==> src/rtl/pilha_pkg.sv <==
// Shared types and sizing helpers for the word-stack controller.
package pilha_pkg;

  localparam int WIDTH_PADRAO = 8;

  typedef enum logic [2:0] {
    ST_IDLE     = 3'd0,
    ST_CAPTURE  = 3'd1,
    ST_PUSH     = 3'd2,
    ST_ACK_WAIT = 3'd3,
    ST_POP      = 3'd4,
    ST_POP_WAIT = 3'd5
  } estado_t;

  // Occupancy must represent 0..DEPTH inclusive.
  function automatic int largura_contagem(input int depth);
    return $clog2(depth + 1);
  endfunction

endpackage

==> src/rtl/sincronizador.sv <==
// Multi-flop synchronizer for a single asynchronous flag, cleared to 0 on reset.
module sincronizador #(
  parameter int STAGES = 2
) (
  input  logic clock,
  input  logic reset,
  input  logic async_in,
  output logic sync_out
);

  logic [STAGES-1:0] chain_q;

  // Shift the flag through the chain; only the last stage is consumed.
  always_ff @(posedge clock or posedge reset) begin
    if (reset) begin
      chain_q <= '0;
    end else begin
      chain_q <= {chain_q[STAGES-2:0], async_in};
    end
  end

  assign sync_out = chain_q[STAGES-1];

endmodule

==> src/rtl/controle_pilha.sv <==
// Deserializer-to-stack controller: synchronized push with 4-phase ack, level pop,
// pop has priority over push; both are guarded against overflow/underflow.
module controle_pilha
  import pilha_pkg::*;
#(
  parameter int DEPTH       = 8,
  parameter int WIDTH       = WIDTH_PADRAO,
  parameter int SYNC_STAGES = 2
) (
  input  logic                               clock,
  input  logic                               reset,
  input  logic                               data_ready_in,
  input  logic [WIDTH-1:0]                   data_in,
  output logic                               ack_out,
  input  logic                               pop_in,
  output logic [WIDTH-1:0]                   data_out,
  output logic                               data_valid_out,
  output logic                               full_out,
  output logic                               empty_out,
  output logic [largura_contagem(DEPTH)-1:0] count_out
);

  localparam int CW = largura_contagem(DEPTH);
  localparam int AW = $clog2(DEPTH);
  localparam logic [CW-1:0] SP_FULL = CW'(DEPTH);

  estado_t          state_q, state_d;
  logic [CW-1:0]    sp_q, sp_d;
  logic [WIDTH-1:0] word_q, word_d;
  logic [WIDTH-1:0] dout_q, dout_d;
  logic [WIDTH-1:0] pilha_q [DEPTH];

  logic          ready_s;
  logic          full_s;
  logic          empty_s;
  logic [CW-1:0] sp_m1_s;

  sincronizador #(
    .STAGES (SYNC_STAGES)
  ) u_sync_ready (
    .clock    (clock),
    .reset    (reset),
    .async_in (data_ready_in),
    .sync_out (ready_s)
  );

  assign full_s  = (sp_q == SP_FULL);
  assign empty_s = (sp_q == {CW{1'b0}});
  assign sp_m1_s = sp_q - CW'(1);

  // Next-state and datapath decisions; pop wins when both requests are pending.
  always_comb begin
    state_d = state_q;
    sp_d    = sp_q;
    word_d  = word_q;
    dout_d  = dout_q;
    case (state_q)
      ST_IDLE: begin
        if (pop_in && !empty_s) begin
          state_d = ST_POP;
        end else if (ready_s && !full_s) begin
          state_d = ST_CAPTURE;
        end else begin
          state_d = ST_IDLE;
        end
      end
      ST_CAPTURE: begin
        word_d  = data_in;
        state_d = ST_PUSH;
      end
      ST_PUSH: begin
        sp_d    = sp_q + CW'(1);
        state_d = ST_ACK_WAIT;
      end
      ST_ACK_WAIT: begin
        if (!ready_s) begin
          state_d = ST_IDLE;
        end else begin
          state_d = ST_ACK_WAIT;
        end
      end
      ST_POP: begin
        dout_d  = pilha_q[sp_m1_s[AW-1:0]];
        sp_d    = sp_m1_s;
        state_d = ST_POP_WAIT;
      end
      ST_POP_WAIT: begin
        if (!pop_in) begin
          state_d = ST_IDLE;
        end else begin
          state_d = ST_POP_WAIT;
        end
      end
      default: begin
        state_d = ST_IDLE;
      end
    endcase
  end

  // Control state, stack pointer and word registers.
  always_ff @(posedge clock or posedge reset) begin
    if (reset) begin
      state_q <= ST_IDLE;
      sp_q    <= '0;
      word_q  <= '0;
      dout_q  <= '0;
    end else begin
      state_q <= state_d;
      sp_q    <= sp_d;
      word_q  <= word_d;
      dout_q  <= dout_d;
    end
  end

  // Stack storage is deliberately left uncleared by reset.
  always_ff @(posedge clock) begin
    if (state_q == ST_PUSH) begin
      pilha_q[sp_q[AW-1:0]] <= word_q;
    end
  end

  assign ack_out        = (state_q == ST_ACK_WAIT);
  assign data_valid_out = (state_q == ST_POP_WAIT);
  assign data_out       = dout_q;
  assign full_out       = full_s;
  assign empty_out      = empty_s;
  assign count_out      = sp_q;

endmodule

==> config.mk <==
export PLATFORM = sky130hd
export DESIGN_NAME = controle_pilha
export DESIGN_NICKNAME = d
export VERILOG_FILES = /design/src/rtl/pilha_pkg.sv /design/src/rtl/sincronizador.sv /design/src/rtl/controle_pilha.sv
export SDC_FILE = /design/constraint.sdc
export NUM_CORES = 1
export LEC_CHECK = 0
export ABC_CLOCK_PERIOD_IN_PS = 2200
export CAP_MARGIN = 20
export CORE_UTILIZATION = 50
export DETAILED_ROUTE_END_ITERATION = 16
export PLACE_DENSITY_LB_ADDON = 0.3
export REMOVE_ABC_BUFFERS = 1
export SYNTH_ARGS = -nofsm -noshare
export SYNTH_HDL_FRONTEND = slang
export SYNTH_SLANG_ARGS = --single-unit
==> constraint.sdc <==
create_clock -name clock -period 2.2 [get_ports clock]
set_input_delay 0.55 -clock clock [delete_from_list [all_inputs] [get_ports clock]]
set_output_delay 0.55 -clock clock [all_outputs]
set_load 0.1 [all_outputs]
---- Word-level counts from Yosys, hierarchy flattened ----
Memories as Yosys holds them, arrays and structs flattened. A register that Yosys moved wholly into a read port is not among the register bits.
Index checks and enable logic that the tools add are counted.
operators by class
  add/sub/neg operators ................... 2
  eq/ne operators ......................... 6
  multiplexer cells ....................... 8
  reduce and logical (&&, ||, !) cells .... 7
operators by type and width
  kind                 count
  $pmux 3 s6           1
  $pmux 4 s2           1
  $eq 3x2->1 const B   2
  $eq 3x3->1 const B   2
  $mux 3               2
  $add 4x1->4 const B  1
  $eq 4x4->1 const B   1
  $logic_not 4->1      1
  $sub 4x1->4 const B  1
  $eq 3x1->1 const B   1
  $logic_not 3->1      1
  $mux 1               3
  $logic_and 1x1->1    2
  $logic_not 1->1      2
  $mux 2               1
  $reduce_bool 2->1    1
word-level totals
  bits in registers ....................... 17
  bits in writable memories ............... 64
  bits of input ports ..................... 12
  output and inout bits ................... 16
  memories kept ........................... 1
memory list
  name     depth  width  rd ports  clocked after memory_dff  wr ports  line                  RTL
  pilha_q  8      8      1         1                         1         controle_pilha.sv:31  logic [WIDTH-1:0] pilha_q [DEPTH];

---- Longest topological paths before layout ----
Gate-level depths: netlist (run 1).
  depth in word-level cells ............... 6
  depth in mapped cells ................... 8
  gate-level depth less buffers ........... 6

---- Hierarchy ----
A second synthesis (run 1) with hierarchy kept.
unflattened totals
  cell total of the unflattened synthesis .. 233
  area, all modules ....................... 3619.7 um2
by module, submodules not included
  module          instances  cells an instance  area an instance (um2)  sequential area each (um2)
  controle_pilha  1          230                3565.9                  2497.4
  sincronizador   1          3                  53.8                    50.0

---- Worst setup path before layout (run 1) ----
OpenSTA, ideal clock, no wires.
  path kind ............................... register to output
  start ................................... register sp_q[1], in the netlist count_out[1]
  end ..................................... output port empty_out
  arrival time ............................ 3721 ps
  data required time ...................... 1650 ps
  path slack .............................. -2071 ps
  stages on the path, launching flop included .. 5
  buffers on the path ..................... 1
  cells stage by stage .................... dfrtp_1 > buf_2 > inv_1 > ha_1 > nor3b_1
between the ends
  longest elaborated chain between the ends .. 1
RTL lines
  element                   line                   RTL
  start: declaration        controle_pilha.sv:28   logic [CW-1:0] sp_q, sp_d;
  start signal: assignment  controle_pilha.sv:109  sp_q <= sp_d;
  $logic_not 4->1           controle_pilha.sv:48   assign empty_s = (sp_q == {CW{1'b0}});
  end: declaration          controle_pilha.sv:19   output logic empty_out,
No other way between the ends.

---- Worst setup path in the final report (run 1) ----
  start ................................... register state_q[2]
  end ..................................... output port ack_out
between the ends
  longest elaborated chain between the ends .. 1
RTL lines
  element                   line                   RTL
  start: declaration        controle_pilha.sv:27   estado_t state_q, state_d;
  start signal: assignment  controle_pilha.sv:108  state_q <= state_d;
  $eq 3x2->1                controle_pilha.sv:122  assign ack_out = (state_q == ST_ACK_WAIT);
  end: declaration          controle_pilha.sv:14   output logic ack_out,
No other way between the ends.

==> qor.csv, run 1 <==
metric;value;unit
status;finished clean;
n_antenna_cell;0;
finalHoldViolCount;0;
ios;28;
vias;2055;
vias_per_cell;5.45;
core;6910;µm²
ys_seq_area_share;70.4;%
ys.flop_type;edfxtp_1;
postRouteAntennaNets;0;
period_share;96.6;%
wl_per_cell;17.0;µm
syn_avg_cell_area;15.6;µm²
num_rows;30;
startpoint_type;register;
ys_warn_count;0;
grt_pass1_vias;2041;
postCtsHoldBufs;0;
slowest_delay;0.50;ns
hpwl;4270;µm
path_clk_slew;0.09;ns
start_util;52.4;%
reg2reg_slack;0.30;ns
drt-pass1-iter-count;4;
hold_start;u_sync_ready.chain_q[0]$_DFF_PP0_;
fin_ws;0.0741;ns
grt-ovfl-total;0;
worst_clock_skew;0.0103;ns
die_x;87.0;µm
fin_crit;2.13;ns
min_to;u_sync_ready.chain_q[1]$_DFF_PP0_;
insertion_delay;0.35;ns
maxCapViolCount;0;
wl_met3;175;µm
worst_slew_pin_slew;0.471;ns
slew_viol_final;0;
hold-worst-slack;0.356;ns
grt_usage;18.9;%
cts_max_level;3;
synthArstFlopShare;28.1;%
setup_viol;0;
top_layer;met4;
cp.required;1.65;ns
hold_class;register to register;
ff_latch_area;2550;µm²
gp_congestion;0.819;
r2r-end;pilha_q[5][6]$_DFFE_PP_;
drive_above_1_share;34.5;%
slowest_stage;dfrtp_1;
synth_edf_count;64;
ys_ff_latch;89;
r2r-start;state_q[2]$_DFF_PP0_;
drc;0;
worstRegToRegCells;4;
holdPathStages;0;
pre_cts_ws;0.344;ns
cts_made_buffers;9;
rsz0062_at_grt;false;
area_growth;20.3;%
yosysUniqueCellTypes;37;
fp.dieH;87.0;µm
relSlewSlack;68.6;%
portBuffers;27;
grt_max_degree;35;
cp-end-kind;primary output;
synthCells;232;
cts_sinks;89;
final.fill_count;536;
crit_fanout;11;
layout.nets;290;
path_class;register to primary output;
worstPathCellList;nand2b_2 -> nor2_1 -> buf_12;
cts_tree;built;
drt-met1-wl;2980;µm
met2_length;3150;µm
cts_buffer_depth;2;
syn-cell-area;3620;µm²
antenna_found_initial;0;
root_buffer;clkbuf_8;
grt_first_pass_wirelength;10200;µm
totalWireLength;6430;µm
max_freq;0.470;GHz
die_area;7580;µm²
arrival;1.58;ns
multi_input_area;1020;µm²
drt_iter0_markers;115;
==> worst max path at each step <==
stage | to | depth (start not counted) | startpoint
2_1_floorplan | empty_out | 3 | count_out[1]$_DFFE_PP0P_
3_3_place_gp | empty_out | 5 | count_out[1]$_DFFE_PP0P_
3_5_place_dp | empty_out | 5 | count_out[1]$_DFFE_PP0P_
4_1_cts | empty_out | 5 | count_out[1]$_DFFE_PP0P_
5_1_grt | ack_out | 3 | state_q[2]$_DFF_PP0_
6_report | ack_out | 3 | state_q[2]$_DFF_PP0_
==> flip-flops by register name (all words and copies together) (netlist names) <==
signal,flops
pilha_q,64
u_sync_ready.chain_q,2
data_out,8
count_out,4
state_q,3
word_q,8
==> layout by cell type (no fill, tap or decap), types with 4 or more instances in the layout <==
master and count:
nor2_1 12, buf_12 8, nand2_1 16, edfxtp_1 64, o31ai_1 8, dfrtp_1 25
o22ai_1 16, clkbuf_8 9, buf_4 24, mux2_2 40, clkdlybuf4s50_1 11, o21ai_0 4
==> per-stage QoR <==
step / TNS, ns / utilization, % / instances / cell area, µm²
5_1_grt: 0 / 63.0 / 377 / 4350
2_1_floorplan: -24.17 / - / 222 / 3560
6_report: 0 / 63.0 / 377 / 4350
3_5_place_dp: 0 / 59.7 / 360 / 4130
3_3_place_gp: 0 / 59.7 / 360 / 4130
4_1_cts: 0 / 62.8 / 376 / 4340
==> cells in the mapped netlist, types with 2 or more instances <==
| library cell | instances | area share (%) |
|---|---|---|
| xnor2_1 | 2 | 0.48 |
| o31ai_1 | 8 | 1.7 |
| nor3_1 | 2 | 0.28 |
| nand2_1 | 16 | 1.7 |
| a21oi_1 | 3 | 0.42 |
| o22ai_1 | 16 | 2.8 |
| mux2_2 | 40 | 12 |
| o21ai_0 | 4 | 0.55 |
| clkbuf_1 | 2 | 0.21 |
| nand2b_1 | 3 | 0.52 |
| buf_2 | 7 | 0.97 |
| ha_1 | 2 | 0.69 |
| inv_1 | 2 | 0.21 |
| edfxtp_1 | 64 | 53 |
| xor2_1 | 3 | 0.73 |
| nor3b_1 | 2 | 0.42 |
| dfrtp_1 | 25 | 17 |
| nor2_1 | 12 | 1.2 |
==> routing by layer <==
layer,up-vias,track usage (%)
met5,-,0
met4,0,9.09
met3,7,3.41
met2,38,30.6
met1,1041,24.9
li1,969,-
==> cell families (layout without fill, tap and decap cells) <==
family | count (synthesis) | after routing | share of synthesized area [%]
flip-flops | 89 | 89 | 70.4
AND/OR/NAND/NOR | 46 | 46 | 6.68
multiplexers | 40 | 40 | 12.5
AO/OA/AOI/OAI | 36 | 36 | 6.61
buffers and inverters | 14 | 63 | 1.90
XOR/XNOR | 5 | 5 | 1.21
adder cells (fa/ha/maj) | 2 | 2 | 0.692
==> worst max-delay path, delay by kind of cell (launching register included) <==
family / cells / cell delay [ns]
buffers and inverters: 1 / 0.21
flip-flops: 1 / 0.50
AND/OR/NAND/NOR: 2 / 0.51
==> cell type report <==
type | instances | area share (%)
Sequential cell | 89 | 58.6
Multi-Input combinational cell | 129 | 23.4
Timing Repair Buffer | 43 | 10.4
Clock buffer | 9 | 2.85
Tap cell | 96 | 2.76
Clock inverter | 7 | 1.73
Inverter | 4 | 0.345
==> timing repair <==
item | 4_1_cts | 5_1_grt
hold endpoints to repair | 0 | 0
setup buffers | 0 | 1
setup endpoints to repair | 2 | 1
gates resized for setup | 2 | 2
Power of run 1 is left out: the tool's default activity adds up to more than one toggle a clock period on the data nets, which glitch-free logic cannot reach.
==> run 2, diff against run 1 <==
--- a/config.mk
+++ b/config.mk
@@ -6,7 +6,6 @@
 export NUM_CORES = 1
 export LEC_CHECK = 0
 export ABC_CLOCK_PERIOD_IN_PS = 2200
-export CAP_MARGIN = 20
 export CORE_UTILIZATION = 50
 export DETAILED_ROUTE_END_ITERATION = 16
 export PLACE_DENSITY_LB_ADDON = 0.3
==> results of run 2 <==
The final DEF is identical to that of run 1; final timing and power are the same.
Power of run 2 is left out for the same reason.
==> run 3, diff against run 2 <==
--- a/config.mk
+++ b/config.mk
@@ -10,6 +10,7 @@
 export DETAILED_ROUTE_END_ITERATION = 16
 export PLACE_DENSITY_LB_ADDON = 0.3
 export REMOVE_ABC_BUFFERS = 1
+export SLEW_MARGIN = 10
 export SYNTH_ARGS = -nofsm -noshare
 export SYNTH_HDL_FRONTEND = slang
 export SYNTH_SLANG_ARGS = --single-unit
==> results of run 3 <==
The final DEF is identical to that of run 1; final timing and power are the same.
Power of run 3 is left out for the same reason.
